--- config.mk ---
export PLATFORM = sky130hd
export DESIGN_NAME = uart_cmd_wrapper
export DESIGN_NICKNAME = d
export VERILOG_FILES = /design/src/rtl/uart_cmd_wrapper.sv
export SDC_FILE = /design/constraint.sdc
export NUM_CORES = 1
export LEC_CHECK = 0
export ABC_CLOCK_PERIOD_IN_PS = 1850
export BUFFER_PORTS_ARGS = -buffer_cell sky130_fd_sc_hd__buf_2
export CAP_MARGIN = 20
export CORE_MARGIN = 1
export CORE_UTILIZATION = 35
export DETAILED_ROUTE_END_ITERATION = 12
export PLACE_DENSITY = 0.59
export SYNTH_ARGS = -nofsm -noshare
export SYNTH_HDL_FRONTEND = slang
export SYNTH_SLANG_ARGS = --single-unit
--- constraint.sdc ---
create_clock -name clk -period 1.85 [get_ports clk]
set_input_delay 0.37 -clock clk [delete_from_list [all_inputs] [get_ports clk]]
set_output_delay 0.37 -clock clk [all_outputs]
set_load 0.05 [all_outputs]
--- src/rtl/uart_cmd_wrapper.sv ---
// rtl/uart_cmd_wrapper.sv - 8N1 UART receiver/transmitter with two-byte command assembly for cmd_proc.
// Optional WAIT_LO timeout under CMD_TIMEOUT_EN.
module uart_cmd_wrapper #(
    parameter int BAUD_DIV = 2604,
    parameter int TMO_BITS = 32
) (
    input  logic        clk,
    input  logic        rst_n,
    input  logic        RX,
    output logic        TX,
    output logic [15:0] cmd,
    output logic        cmd_rdy,
    input  logic        clr_cmd_rdy,
    input  logic [7:0]  resp,
    input  logic        trmt,
    output logic        tx_done
);
    localparam int CW = $clog2(BAUD_DIV + 1);

    typedef enum logic {RX_IDLE, RX_RECV} rx_state_e;
    typedef enum logic {WAIT_HI, WAIT_LO} asm_state_e;
    typedef enum logic {TX_IDLE, TX_XMIT} tx_state_e;

    rx_state_e   rx_state_q;
    asm_state_e  asm_q;
    tx_state_e   tx_state_q;

    logic          rx_s1_q, rx_s2_q, rx_prev_q;
    logic [CW-1:0] rx_cnt_q;
    logic [3:0]    rx_idx_q;
    logic [7:0]    rx_shift_q;
    logic          rx_valid_q;
    logic [7:0]    hi_q;
    logic [15:0]   cmd_q;
    logic          cmd_rdy_q;
    logic [CW-1:0] tx_cnt_q;
    logic [3:0]    tx_idx_q;
    logic [9:0]    tx_shift_q;
    logic          tx_q;
    logic          tx_done_q;
    logic          start_det;

    assign start_det = (rx_state_q == RX_IDLE) && rx_prev_q && !rx_s2_q;
    assign TX        = tx_q;
    assign cmd       = cmd_q;
    assign cmd_rdy   = cmd_rdy_q;
    assign tx_done   = tx_done_q;

    // Preset to idle-high so the first cycles after reset never look like a start bit.
    always_ff @(posedge clk or negedge rst_n) begin
        if (!rst_n) begin
            rx_s1_q   <= 1'b1;
            rx_s2_q   <= 1'b1;
            rx_prev_q <= 1'b1;
        end else begin
            rx_s1_q   <= RX;
            rx_s2_q   <= rx_s1_q;
            rx_prev_q <= rx_s2_q;
        end
    end

    always_ff @(posedge clk or negedge rst_n) begin
        if (!rst_n) begin
            rx_state_q <= RX_IDLE;
            rx_cnt_q   <= '0;
            rx_idx_q   <= '0;
            rx_shift_q <= '0;
            rx_valid_q <= 1'b0;
        end else begin
            rx_valid_q <= 1'b0;
            case (rx_state_q)
                RX_IDLE: begin
                    if (start_det) begin
                        rx_state_q <= RX_RECV;
                        rx_cnt_q   <= CW'(BAUD_DIV / 2);
                        rx_idx_q   <= 4'd0;
                    end
                end
                RX_RECV: begin
                    if (rx_cnt_q == CW'(1)) begin
                        rx_cnt_q <= CW'(BAUD_DIV);
                        if (rx_idx_q == 4'd0) begin
                            if (rx_s2_q) rx_state_q <= RX_IDLE;
                            else         rx_idx_q   <= 4'd1;
                        end else if (rx_idx_q <= 4'd8) begin
                            rx_shift_q <= {rx_s2_q, rx_shift_q[7:1]};
                            rx_idx_q   <= rx_idx_q + 4'd1;
                        end else begin
                            // A low stop bit is a framing error: the byte is dropped silently.
                            rx_valid_q <= rx_s2_q;
                            rx_state_q <= RX_IDLE;
                        end
                    end else begin
                        rx_cnt_q <= rx_cnt_q - CW'(1);
                    end
                end
            endcase
        end
    end

`ifdef CMD_TIMEOUT_EN
    localparam int TW = $clog2(TMO_BITS + 1);
    logic [CW-1:0] tmo_cnt_q;
    logic [TW-1:0] tmo_bits_q;

    always_ff @(posedge clk or negedge rst_n) begin
        if (!rst_n) begin
            tmo_cnt_q  <= CW'(BAUD_DIV);
            tmo_bits_q <= '0;
        end else if (asm_q != WAIT_LO || rx_state_q != RX_IDLE || start_det) begin
            tmo_cnt_q  <= CW'(BAUD_DIV);
            tmo_bits_q <= '0;
        end else if (tmo_cnt_q == CW'(1)) begin
            tmo_cnt_q  <= CW'(BAUD_DIV);
            tmo_bits_q <= tmo_bits_q + TW'(1);
        end else begin
            tmo_cnt_q <= tmo_cnt_q - CW'(1);
        end
    end
`endif

    always_ff @(posedge clk or negedge rst_n) begin
        if (!rst_n) begin
            asm_q     <= WAIT_HI;
            hi_q      <= '0;
            cmd_q     <= '0;
            cmd_rdy_q <= 1'b0;
        end else begin
            case (asm_q)
                WAIT_HI: begin
                    if (rx_valid_q) begin
                        hi_q  <= rx_shift_q;
                        asm_q <= WAIT_LO;
                    end
                end
                WAIT_LO: begin
                    if (rx_valid_q) begin
                        cmd_q <= {hi_q, rx_shift_q};
                        asm_q <= WAIT_HI;
                    end
`ifdef CMD_TIMEOUT_EN
                    else if (tmo_bits_q == TW'(TMO_BITS)) begin
                        asm_q <= WAIT_HI;
                    end
`endif
                end
            endcase
            // A fresh completion outranks both clear sources.
            if (rx_valid_q && asm_q == WAIT_LO)
                cmd_rdy_q <= 1'b1;
            else if (clr_cmd_rdy || (start_det && asm_q == WAIT_HI))
                cmd_rdy_q <= 1'b0;
        end
    end

    always_ff @(posedge clk or negedge rst_n) begin
        if (!rst_n) begin
            tx_state_q <= TX_IDLE;
            tx_cnt_q   <= '0;
            tx_idx_q   <= '0;
            tx_shift_q <= '1;
            tx_q       <= 1'b1;
            tx_done_q  <= 1'b0;
        end else begin
            case (tx_state_q)
                TX_IDLE: begin
                    tx_q <= 1'b1;
                    if (trmt) begin
                        tx_shift_q <= {1'b1, resp, 1'b0};
                        tx_q       <= 1'b0;
                        tx_cnt_q   <= CW'(BAUD_DIV);
                        tx_idx_q   <= 4'd0;
                        tx_done_q  <= 1'b0;
                        tx_state_q <= TX_XMIT;
                    end
                end
                TX_XMIT: begin
                    if (tx_cnt_q == CW'(1)) begin
                        tx_cnt_q <= CW'(BAUD_DIV);
                        if (tx_idx_q == 4'd9) begin
                            tx_q       <= 1'b1;
                            tx_done_q  <= 1'b1;
                            tx_state_q <= TX_IDLE;
                        end else begin
                            tx_shift_q <= {1'b1, tx_shift_q[9:1]};
                            tx_q       <= tx_shift_q[1];
                            tx_idx_q   <= tx_idx_q + 4'd1;
                        end
                    end else begin
                        tx_cnt_q <= tx_cnt_q - CW'(1);
                    end
                end
            endcase
        end
    end
endmodule

==> key figures <==
Run status
  – Status: finished, violations left
  – Violated checks: negative setup slack

Power
  – Sw frac: 30.7%
  – Leakage power summed over all cells: 0.00227 uW
  – Combinational fraction of design power: 21.6%
  – Sequential fraction of design power: 46.2%
  – Clock Power Share: 32.2%
  – Max IR drop VDD: 0.000344 V
  – PD cells: 956 nW/um^2
  – Internal Pwr Total: 3250 uW
  – NetSw: 1440 uW

Worst setup path
  – CP Capture Point: rx_shift_q[0]
  – Arrival time reported for the critical path endpoint: 2250 ps
  – Startpoint type of the worst setup path: flop
  – Startpoint-to-endpoint class of the critical path: reg -> reg
  – RR Endpoint: rx_shift_q[0]
  – Reg2Reg Setup Slack: -150 ps
  – Required arrival time at the worst endpoint: 2110 ps
  – Worst r2r path cells: 6
  – Critical path startpoint: rx_cnt_q[1]
  – Worst r2r src: rx_cnt_q[1]
  – CP max FO: 8
  – Critical path endpoint category: flop

Placement
  – Final Wtd Congestion: 0.804
  – Detail Placement HPWL: 5.45 mm
  – Total of buffers placed on input and output ports: 31

Cells and area
  – Highest-count cells in the layout ignoring fill and taps: 70 x sky130_fd_sc_hd__dfrtp_1, 41 x sky130_fd_sc_hd__buf_4, 31 x sky130_fd_sc_hd__mux2_2
  – Final core utilization: 45.2%
  – Total Nets Final: 441
  – Total inserted antenna cells: 0
  – Count of filler cells inserted in the layout: 1,026
  – Fraction of final layout cells with drive strength greater than 1: 40.2%
  – Most frequent standard cell in the layout excluding fill and tap cells: sky130_fd_sc_hd__dfrtp_1
  – Synth-to-layout area growth: 26.2%

Drt
  – Routed vias/inst: 5.11
  – DR vias: 2,879
  – DR WL/cell: 14.3 um
  – Wire length reported by the detailed router: 8.06 mm
  – Remaining routing DRC violations: 0
  – Number of optimization iterations in the first detailed-route pass: 4
  – DRT antenna net count: 0
  – First DRT Iteration DRCs: 82

GRT
  – Via count of the first global-routing pass: 2,880
  – Number of antenna violations at the first check in global routing: 0
  – Total track usage: 15.6%
  – Overall overflow remaining after global route: 0
  – Pin count of the biggest net entering global routing: 54
  – Global-route wire length before repair: 13.9 mm

Clock network
  – Number of buffers created by CTS: 9
  – CTS H-tree depth: 3
  – Root Buffer Master: sky130_fd_sc_hd__clkbuf_8
  – Clock transition at the registers of the reported paths: 90 ps
  – Clock tree from TritonCTS: built
  – Worst-case clock buffer depth: 2
  – Skew-Pair Late Insertion Delay: 360 ps
  – Sinks on Clock Net: 82

STA
  – Time the worst path needs with I/O delays and setup: 2000 ps
  – Final worst-path cycle share: 108%
  – Setup WS post-layout: -147 ps
  – Total of endpoints with negative setup slack in the final report: 23
  – Unrepaired setup endpoints after global routing: true
  – Final count of pins violating max slew: 0
  – Worst-margin pin slew: 602 ps
  – Max Clk Rate: 501 MHz
  – Worst clock skew on the final layout: 10.3 ps
  – Final hold violations: 0
  – Sum of negative setup slack: -2240 ps
  – Worst slew margin relative to its limit: 59.7%

Floorplan
  – Full die area: 11,500 sq um
  – Core outline area: 10,800 sq um
  – I/O pin count: 32
  – Vert. Die Dim: 107 um
  – Die extent in x: 107 um
  – Initial Util: 35.8%
  – Site row count: 38

Yosys
  – Post-Syn Nets: 364
  – EDFF count, synth: 0
  – Post-synth cell types: 58
  – Yosys reg bits: 82
  – Post-Syn Area per Cell: 11.4 sq um
  – Main synth FF type: sky130_fd_sc_hd__dfrtp_1
  – Synthesized area: 3880 sq um
  – Share of synthesized area occupied by flip-flops and latches: 53.2%
  – Synth Warn #: 0
  – Cells after Synth: 341
  – Share of synthesized registers carrying an async set or reset: 100%

Worst hold path
  – Tightest Hold Check Type: in -> reg

Job
  – Count of max-cap constraint violations: 0
power groups by stage:
stage | registers [uW] | clock network, uW | logic, uW
floorplan | 2190 | 0 | 468
global placement | 2170 | 0 | 860
detailed placement | 2180 | 0 | 875
CTS | 2150 | 1550 | 922
global route | 2200 | 1620 | 1120
finish | 2170 | 1510 | 1010
state kept, by name, summed over array words and instances, names as in the netlist, 4 cells and up:
signal	flops
hi_q	8
rx_idx_q	4
tx_shift_q	8
tx_cnt_q	12
tx_idx_q	4
rx_cnt_q	12
cmd	16
rx_shift_q	8
final cells by class:
class	instances	area (sq um)	area share (%)
repair buffers	79	556	11.3
inverters	13	48.8	0.995
well taps	140	175	3.57
multi-input cells	233	1820	37.2
clock inverters	7	110	2.25
clock buffers	9	124	2.53
flip-flops and latches	82	2070	42.2
how the worst min path moves through the flow:
| stage | slack [ps] | end | depth (start not counted) | start |
|---|---|---|---|---|
| after floorplan | 70 | asm_q | 0 | rst_n |
| after global placement | 360 | rx_s2_q | 0 | rx_s1_q |
| after detailed placement | 360 | rx_s2_q | 0 | rx_s1_q |
| after CTS | 90 | rx_s1_q | 1 | RX |
| after global routing | 80 | rx_s1_q | 1 | RX |
| final | 100 | rx_s1_q | 1 | RX |
worst max-delay path, cell delays in order, from the launching register on:
cell and delay, ps:
sky130_fd_sc_hd__dfrtp_1 400, sky130_fd_sc_hd__inv_2 70, sky130_fd_sc_hd__ha_4 110, sky130_fd_sc_hd__or4b_4 490, sky130_fd_sc_hd__nor4_4 270, sky130_fd_sc_hd__nand3_4 190
sky130_fd_sc_hd__mux2_4 350
synth_stat cells, types with 2 or more instances:
cell	n	share of area, %
sky130_fd_sc_hd__nor4_4	2	1.1
sky130_fd_sc_hd__or4_1	3	0.58
sky130_fd_sc_hd__ha_1	10	3.2
sky130_fd_sc_hd__nand2_1	29	2.8
sky130_fd_sc_hd__o311ai_0	2	0.45
sky130_fd_sc_hd__dfstp_2	12	8.1
sky130_fd_sc_hd__nor3b_1	2	0.39
sky130_fd_sc_hd__nor2b_1	4	0.64
sky130_fd_sc_hd__nand3b_1	2	0.39
sky130_fd_sc_hd__and3_1	4	0.64
sky130_fd_sc_hd__buf_1	2	0.19
sky130_fd_sc_hd__and2_1	2	0.32
sky130_fd_sc_hd__inv_1	13	1.3
sky130_fd_sc_hd__dfrtp_1	70	45
sky130_fd_sc_hd__o21ai_0	19	2.4
sky130_fd_sc_hd__nor3_1	8	1.0
sky130_fd_sc_hd__nand3_1	14	1.8
sky130_fd_sc_hd__nor2_1	15	1.4
sky130_fd_sc_hd__o31ai_1	3	0.58
sky130_fd_sc_hd__nand4_1	5	0.81
sky130_fd_sc_hd__nand2b_1	13	2.1
sky130_fd_sc_hd__o211ai_1	4	0.77
sky130_fd_sc_hd__or2_2	3	0.48
sky130_fd_sc_hd__o221a_2	7	2.0
sky130_fd_sc_hd__mux2_2	32	9.3
sky130_fd_sc_hd__a21oi_1	5	0.64
sky130_fd_sc_hd__clkbuf_1	8	0.77
sky130_fd_sc_hd__a22o_1	2	0.45
sky130_fd_sc_hd__a31oi_1	6	0.97
sky130_fd_sc_hd__xor2_1	9	2.0
sky130_fd_sc_hd__nor4_1	3	0.48
sky130_fd_sc_hd__xnor2_1	2	0.45
metal layers:
metal	GRT usage, %	vias up	routed length, um
li1	-	1398	-
met1	20.1	1415	3810
met2	25.1	53	3820
met3	4.54	13	316
met4	4.99	0	119
met5	0	-	0
cell families after synthesis:
group | after synthesis | share of synthesized area (%)
flops | 82 | 53.2
buf+inv | 26 | 2.83
compound gates | 62 | 11.6
mux | 33 | 9.53
xor+xnor | 11 | 2.48
simple gates | 117 | 17.1
fa+ha+maj | 10 | 3.22
metrics by stage:
step	total power [uW]	instance area, sq um	hold WS (ps)	setup WS, ps	cells
floorplan	2660	3890	74.4	-162	341
global placement	3030	4470	360	-207	538
detailed placement	3050	4470	364	-251	538
CTS	4620	4770	88.8	-242	558
global route	4940	4900	79.4	-210	563
finish	4690	4900	98.9	-147	563
what timing repair did:
item / CTS / global route
setup endpoints to repair: 36 / 43
hold endpoints to repair: 12 / 0
setup buffers: 3 / 4
resized for setup: 8 / 25
hold buffers: 1 / 0
pin swaps: 4 / 7
cloned: 0 / 1
Note: power is estimated with default switching activity, not from simulation.
